--- src/rtl/peak_scan_ctrl.sv ---
// Multi-channel peak scanner: settles, measures and reports the signed peak of each channel in turn.
// Define PEAK_SCAN_ABS_EN to track saturated sample magnitude instead of the raw signed value.
module peak_scan_ctrl #(
  parameter int DWIDTH = 16,
  parameter int NCH    = 4,
  parameter int WINDOW = 6000,
  parameter int SETTLE = 4
) (
  input  logic                      clk,
  input  logic                      rst,
  input  logic                      start,
  input  logic                      cont,
  input  logic                      abort,
  input  logic [NCH*DWIDTH-1:0]     in_bus,
  output logic [$clog2(NCH)-1:0]    ch_sel,
  output logic                      busy,
  output logic                      res_valid,
  input  logic                      res_ready,
  output logic signed [DWIDTH-1:0]  res_peak,
  output logic [$clog2(NCH)-1:0]    res_ch
);

  localparam int CW  = $clog2(NCH);
  localparam int SCW = $clog2(SETTLE + 1);
  localparam int WCW = $clog2(WINDOW + 1);

  typedef enum logic [1:0] {
    S_IDLE    = 2'd0,
    S_SETTLE  = 2'd1,
    S_MEASURE = 2'd2,
    S_REPORT  = 2'd3
  } state_t;

  state_t                    r_state;
  logic [CW-1:0]             r_ch_sel;
  logic [SCW-1:0]            r_set_cnt;
  logic [WCW-1:0]            r_win_cnt;
  logic signed [DWIDTH-1:0]  r_peak;
  logic signed [DWIDTH-1:0]  r_res_peak;
  logic [CW-1:0]             r_res_ch;
  logic                      r_res_valid;
  logic                      r_busy;

  logic signed [DWIDTH-1:0]  w_raw;
  logic signed [DWIDTH-1:0]  w_cmp;
  logic signed [DWIDTH-1:0]  w_peak_next;
  logic                      w_last_ch;

`ifdef PEAK_SCAN_ABS_EN
  // The most negative code has no positive twin, so it clamps to the largest positive value.
  function automatic logic signed [DWIDTH-1:0] f_abs_sat(input logic signed [DWIDTH-1:0] v);
    logic signed [DWIDTH-1:0] r;
    if (v == {1'b1, {(DWIDTH-1){1'b0}}}) begin
      r = {1'b0, {(DWIDTH-1){1'b1}}};
    end else if (v[DWIDTH-1]) begin
      r = -v;
    end else begin
      r = v;
    end
    return r;
  endfunction
`endif

  assign w_raw     = in_bus[r_ch_sel*DWIDTH +: DWIDTH];
  assign w_last_ch = (r_ch_sel == CW'(NCH - 1));

  // Running-peak update: the first window sample loads unconditionally.
  always_comb begin
`ifdef PEAK_SCAN_ABS_EN
    w_cmp = f_abs_sat(w_raw);
`else
    w_cmp = w_raw;
`endif
    w_peak_next = r_peak;
    if (r_win_cnt == {WCW{1'b0}}) begin
      w_peak_next = w_cmp;
    end else if (w_cmp > r_peak) begin
      w_peak_next = w_cmp;
    end else begin
      w_peak_next = r_peak;
    end
  end

  // Scan sequencer with all outputs registered.
  always_ff @(posedge clk or posedge rst) begin
    if (rst) begin
      r_state     <= S_IDLE;
      r_ch_sel    <= {CW{1'b0}};
      r_set_cnt   <= {SCW{1'b0}};
      r_win_cnt   <= {WCW{1'b0}};
      r_peak      <= {DWIDTH{1'b0}};
      r_res_peak  <= {DWIDTH{1'b0}};
      r_res_ch    <= {CW{1'b0}};
      r_res_valid <= 1'b0;
      r_busy      <= 1'b0;
    end else if (abort) begin
      r_state     <= S_IDLE;
      r_set_cnt   <= {SCW{1'b0}};
      r_win_cnt   <= {WCW{1'b0}};
      r_peak      <= {DWIDTH{1'b0}};
      r_res_valid <= 1'b0;
      r_busy      <= 1'b0;
    end else begin
      case (r_state)
        S_IDLE: begin
          if (start) begin
            r_ch_sel  <= {CW{1'b0}};
            r_set_cnt <= {SCW{1'b0}};
            r_state   <= S_SETTLE;
            r_busy    <= 1'b1;
          end
        end
        S_SETTLE: begin
          if (r_set_cnt == SCW'(SETTLE - 1)) begin
            r_set_cnt <= {SCW{1'b0}};
            r_win_cnt <= {WCW{1'b0}};
            r_state   <= S_MEASURE;
          end else begin
            r_set_cnt <= r_set_cnt + 1'b1;
          end
        end
        S_MEASURE: begin
          r_peak <= w_peak_next;
          // The result register takes the combinational peak so the final sample is included.
          if (r_win_cnt == WCW'(WINDOW - 1)) begin
            r_win_cnt   <= {WCW{1'b0}};
            r_res_peak  <= w_peak_next;
            r_res_ch    <= r_ch_sel;
            r_res_valid <= 1'b1;
            r_state     <= S_REPORT;
          end else begin
            r_win_cnt <= r_win_cnt + 1'b1;
          end
        end
        S_REPORT: begin
          if (r_res_valid && res_ready) begin
            r_res_valid <= 1'b0;
            r_set_cnt   <= {SCW{1'b0}};
            if (!w_last_ch) begin
              r_ch_sel <= r_ch_sel + 1'b1;
              r_state  <= S_SETTLE;
            end else if (cont) begin
              r_ch_sel <= {CW{1'b0}};
              r_state  <= S_SETTLE;
            end else begin
              r_state <= S_IDLE;
              r_busy  <= 1'b0;
            end
          end
        end
        default: begin
          r_state     <= S_IDLE;
          r_res_valid <= 1'b0;
          r_busy      <= 1'b0;
        end
      endcase
    end
  end

  assign ch_sel    = r_ch_sel;
  assign busy      = r_busy;
  assign res_valid = r_res_valid;
  assign res_peak  = r_res_peak;
  assign res_ch    = r_res_ch;

endmodule

--- config.mk ---
export PLATFORM = sky130hd
export DESIGN_NAME = peak_scan_ctrl
export DESIGN_NICKNAME = d
export VERILOG_FILES = /design/src/rtl/peak_scan_ctrl.sv
export SDC_FILE = /design/constraint.sdc
export NUM_CORES = 1
export LEC_CHECK = 0
export BUFFER_PORTS_ARGS = -buffer_cell sky130_fd_sc_hd__buf_2
export CORE_MARGIN = 5
export CORE_UTILIZATION = 56
export CTS_BUF_LIST = sky130_fd_sc_hd__clkbuf_8
export CTS_CLUSTER_DIAMETER = 60
export DETAILED_ROUTE_END_ITERATION = 7
export PLACE_DENSITY_LB_ADDON = 0.12
export SETUP_SLACK_MARGIN = 0.15
export SLEW_MARGIN = 5
export SYNTH_ARGS = -nofsm -noshare
export SYNTH_HDL_FRONTEND = slang
export SYNTH_SLANG_ARGS = --single-unit
--- constraint.sdc ---
create_clock -name clk -period 3.65 [get_ports clk]
set_input_delay 0.5475 -clock clk [delete_from_list [all_inputs] [get_ports clk]]
set_output_delay 0.5475 -clock clk [all_outputs]
set_load 0.005 [all_outputs]
==> metrics.md <==
| Metric | Value |
|---|---|
| Clk Latency, worst-skew pair | `0.31 ns` |
| Most common cell after layout, fill and taps aside | `buf_2` |
| Worst Hold Class | `primary input to asynchronous set/reset pin` |
| CTS sink cnt | `56` |
| Met2 Track Usage GR | `39.47%` |
| Syn_area_per_cell | `9.866 µm²` |
| Met3 Use GR | `3.701%` |
| Die H | `93.21 µm` |
| Critical Path RT | `3.89 ns` |
| Fillers | `589` |
| Number of I/O pins | `92` |
| Placed instance count | `553` |
| Worst vdd ir | `318.4 µV` |
| Cells along the critical path | `buf_4 > mux4_2 > ha_1 > nand4_1 > nor4_4 > a21boi_2 > o21a_1 > o211ai_1 > nand3_1` |
| Met1 GRT Util | `26.31%` |
| Post-route setup TNS | `0 ns` |
| First DRT Iteration DRCs | `168` |
| Mux contribution to synthesized area | `13.68%` |
| Reg power frac | `34.8%` |
| Gpl congestion | `0.8268` |
| Post-CTS Setup Bufs | `0` |
| Worst-path fanout max | `16` |
| Router iterations before antenna repair | `4` |
| Fin crit share | `87.94%` |
| Most frequent cells in the layout | `buf_2, dfrtp_1, nand2b_1` |
| Total gr overflow | `0` |
| Initial antenna violation count | `0` |
| DP Area | `4388 µm²` |
| H-tree depth | `2` |
| Share of layout cells above drive strength 1 | `28.48%` |
| CTS buffer count | `5` |
| Clock slew at reported path FFs | `0.10 ns` |
| Gr usage total | `21.80%` |
| Antenna diodes | `0` |
| Largest family of logic cells by synthesized area | `simple AND/OR/NAND/NOR gates` |
| Synth-to-layout area growth | `15.59%` |
| Adder-cell share of the synthesized area | `8.067%` |
| First-pass GRT wire length | `15.26 mm` |
| Clock power frac | `16.5%` |
| Complex-gate fraction of the synthesized area | `10.04%` |
| Wirelength, routed | `9.159 mm` |
| Startpoint types | `flop` |
| Synth unique cells | `50` |
| Comb pwr share | `48.7%` |
| I/O Buffers | `91` |
| Vias per cell | `5.822` |
| Endpoints failing setup | `0` |
| Fmax | `0.3115 GHz` |
| Switching power of the nets | `0.0008613 W` |
| PD cells | `475.2 nW/µm²` |
| Simple-gate share of the synthesized area | `23.65%` |
| Slew headroom | `40.40%` |
| Type of the worst setup path | `flop to flop` |
| Std cell rows | `30` |
| Synth warn | `0` |
| Most Used Layer, Global Route | `met2` |
| WP data arrival | `3.45 ns` |
| RSZ-0062 raised after global routing | `false` |
| Power Total | `0.002130 W` |
| Longest Clk Path Bufs | `2` |
| Nets | `575` |
| Routed length per instance | `16.33 µm` |
| Syn_nets | `488` |
| Internal | `0.001269 W` |
| Outcome | `finished, final reports clean` |
| Post-synthesis sequential area ratio | `36.14%` |
| Max Cap Violations | `0` |
| Gate Count Post-Synth | `393` |
| Async S/R FF share, synth | `100.0%` |
| TritonCTS clock tree | `yes` |
| Number of flops mapped to enable cells by yosys | `0` |
| DR DRC count | `0` |
| Yosys top cell by area | `dfrtp_1` |
| Post-synthesis register bit count | `56` |
| Leak pwr | `2.081 nW` |
| Core area | `6756 µm²` |
| Netlist Area Pre-Place | `3877 µm²` |
| Via Count | `3,266` |
| Post-synth top area share | `36.14%` |
| Design Area, Final | `4482 µm²` |
| Clock Skews | `0.009584 ns` |
| Slowest CP cell | `dfrtp_1` |
| CTS root buffer | `clkbuf_8` |
| CP endpoint kind | `flop` |
| Hold WS | `0.3546 ns` |
| Fin. max-slew vios | `0` |
| Largest net degree at the start of global routing | `46` |
| Die W | `93.21 µm` |
| Initial Util | `57.39%` |
| Hpwl dp | `6.753 mm` |
| Worst-Margin Slew | `0.8940 ns` |
| Final hold vios | `0` |
| Max incr delay on CP | `0.71 ns` |
| Die area | `8688 µm²` |
| Fin cells | `561` |
| Vias in the first global route | `3,309` |
| Antenna Nets Post-Route | `0` |
| Synth top area cells | `dfrtp_1, mux4_2, ha_1` |
| Top FF cell, synth | `dfrtp_1` |
| Minimum clock period | `3.210 ns` |
| Net Sw Frac | `40.44%` |
| Xor-xnor portion of the synthesized cell area | `2.485%` |
[final cells by class]
class	instances	area, µm²	share of cell area (%)
multi-input cells	288	2252	50.25
flip-flops and latches	56	1401	31.27
well taps	80	100.1	2.233
clock inverters	2	10.01	0.2233
clock buffers	6	82.58	1.843
repair buffers	101	530.5	11.84
inverters	28	105.1	2.345
[flip-flops by register name, summed over array words and instances (netlist names)]
signal,flops
r_peak,16
res_ch,2
ch_sel,2
res_peak,16
r_set_cnt,3
busy,1
r_state,2
r_win_cnt,13
res_valid,1
[cells in the mapped netlist, types with 2 or more instances]
library cell  number
clkbuf_1           9
o21ai_0           12
o21a_1             3
inv_1             28
buf_6              2
nand4_1           19
nand4b_1           2
nand2b_1          37
ha_1              25
nand3_1           25
nor4_4             2
buf_2              6
a21oi_1           14
nand2_1           31
o211ai_1          16
dfrtp_1           56
buf_4              2
nor4_1             3
xnor2_1            4
mux2i_1           17
a21o_1             2
nor2b_1            5
xor2_1             7
mux4_2            16
nand3b_1           2
nor2_1            22
nor3_1             3
[cells by family (layout without fill, tap and decap cells)]
family,count (synthesis),after routing
simple gates,161,161
compound gates,58,58
flops,56,56
buf+inv,49,137
mux,33,33
fa+ha+maj,25,25
xor+xnor,11,11
[critical path: cells and delay by family (launching register included)]
kind | cells | cell delay [ns]
flops | 1 | 0.71
mux | 1 | 0.36
buf+inv | 1 | 0.28
fa+ha+maj | 1 | 0.32
simple gates | 3 | 0.50
compound gates | 3 | 0.95
[path summary, 6_finish.rpt]
path,slack [ns],depth (start not counted),startpoint,end
max,0.44,9,ch_sel[1],res_peak[15]
min,0.35,2,rst,res_peak[11]
max reg2reg,0.44,9,ch_sel[1],res_peak[15]
min reg2reg,0.48,2,res_peak[3],res_peak[3]
max in group asynchronous,2.51,3,rst,r_win_cnt[3]
min in group clk,0.48,2,res_peak[3],res_peak[3]
[per-layer routing]
layer,vias to the layer above,share of wire (%)
met5,-,0
met1,1603,41
li1,1580,-
met2,74,53
met3,9,5.5
met4,0,0.82
[through the flow]
step,util (%),setup WS [ns]
finish,66.33,0.4401
global route,66.33,0.2440
CTS,66.31,0.3113
detailed placement,64.94,0.3369
global placement,64.94,0.4435
floorplan,-,0.4066
[power groups by stage]
stage / logic (W) / clock network (W) / registers [W]
2_1_floorplan: 0.000791 / 0 / 0.000736
3_3_place_gp: 0.00100 / 0 / 0.000748
3_5_place_dp: 0.00104 / 0 / 0.000752
4_1_cts: 0.00104 / 0.000364 / 0.000740
5_1_grt: 0.00115 / 0.000386 / 0.000749
6_report: 0.00104 / 0.000352 / 0.000741
[timing repair]
action	CTS	global route
hold endpoints to repair	0	0
setup endpoints to repair	0	4
hold buffers	0	0
resized for setup	0	1
Power figures use the tool's default switching activity.
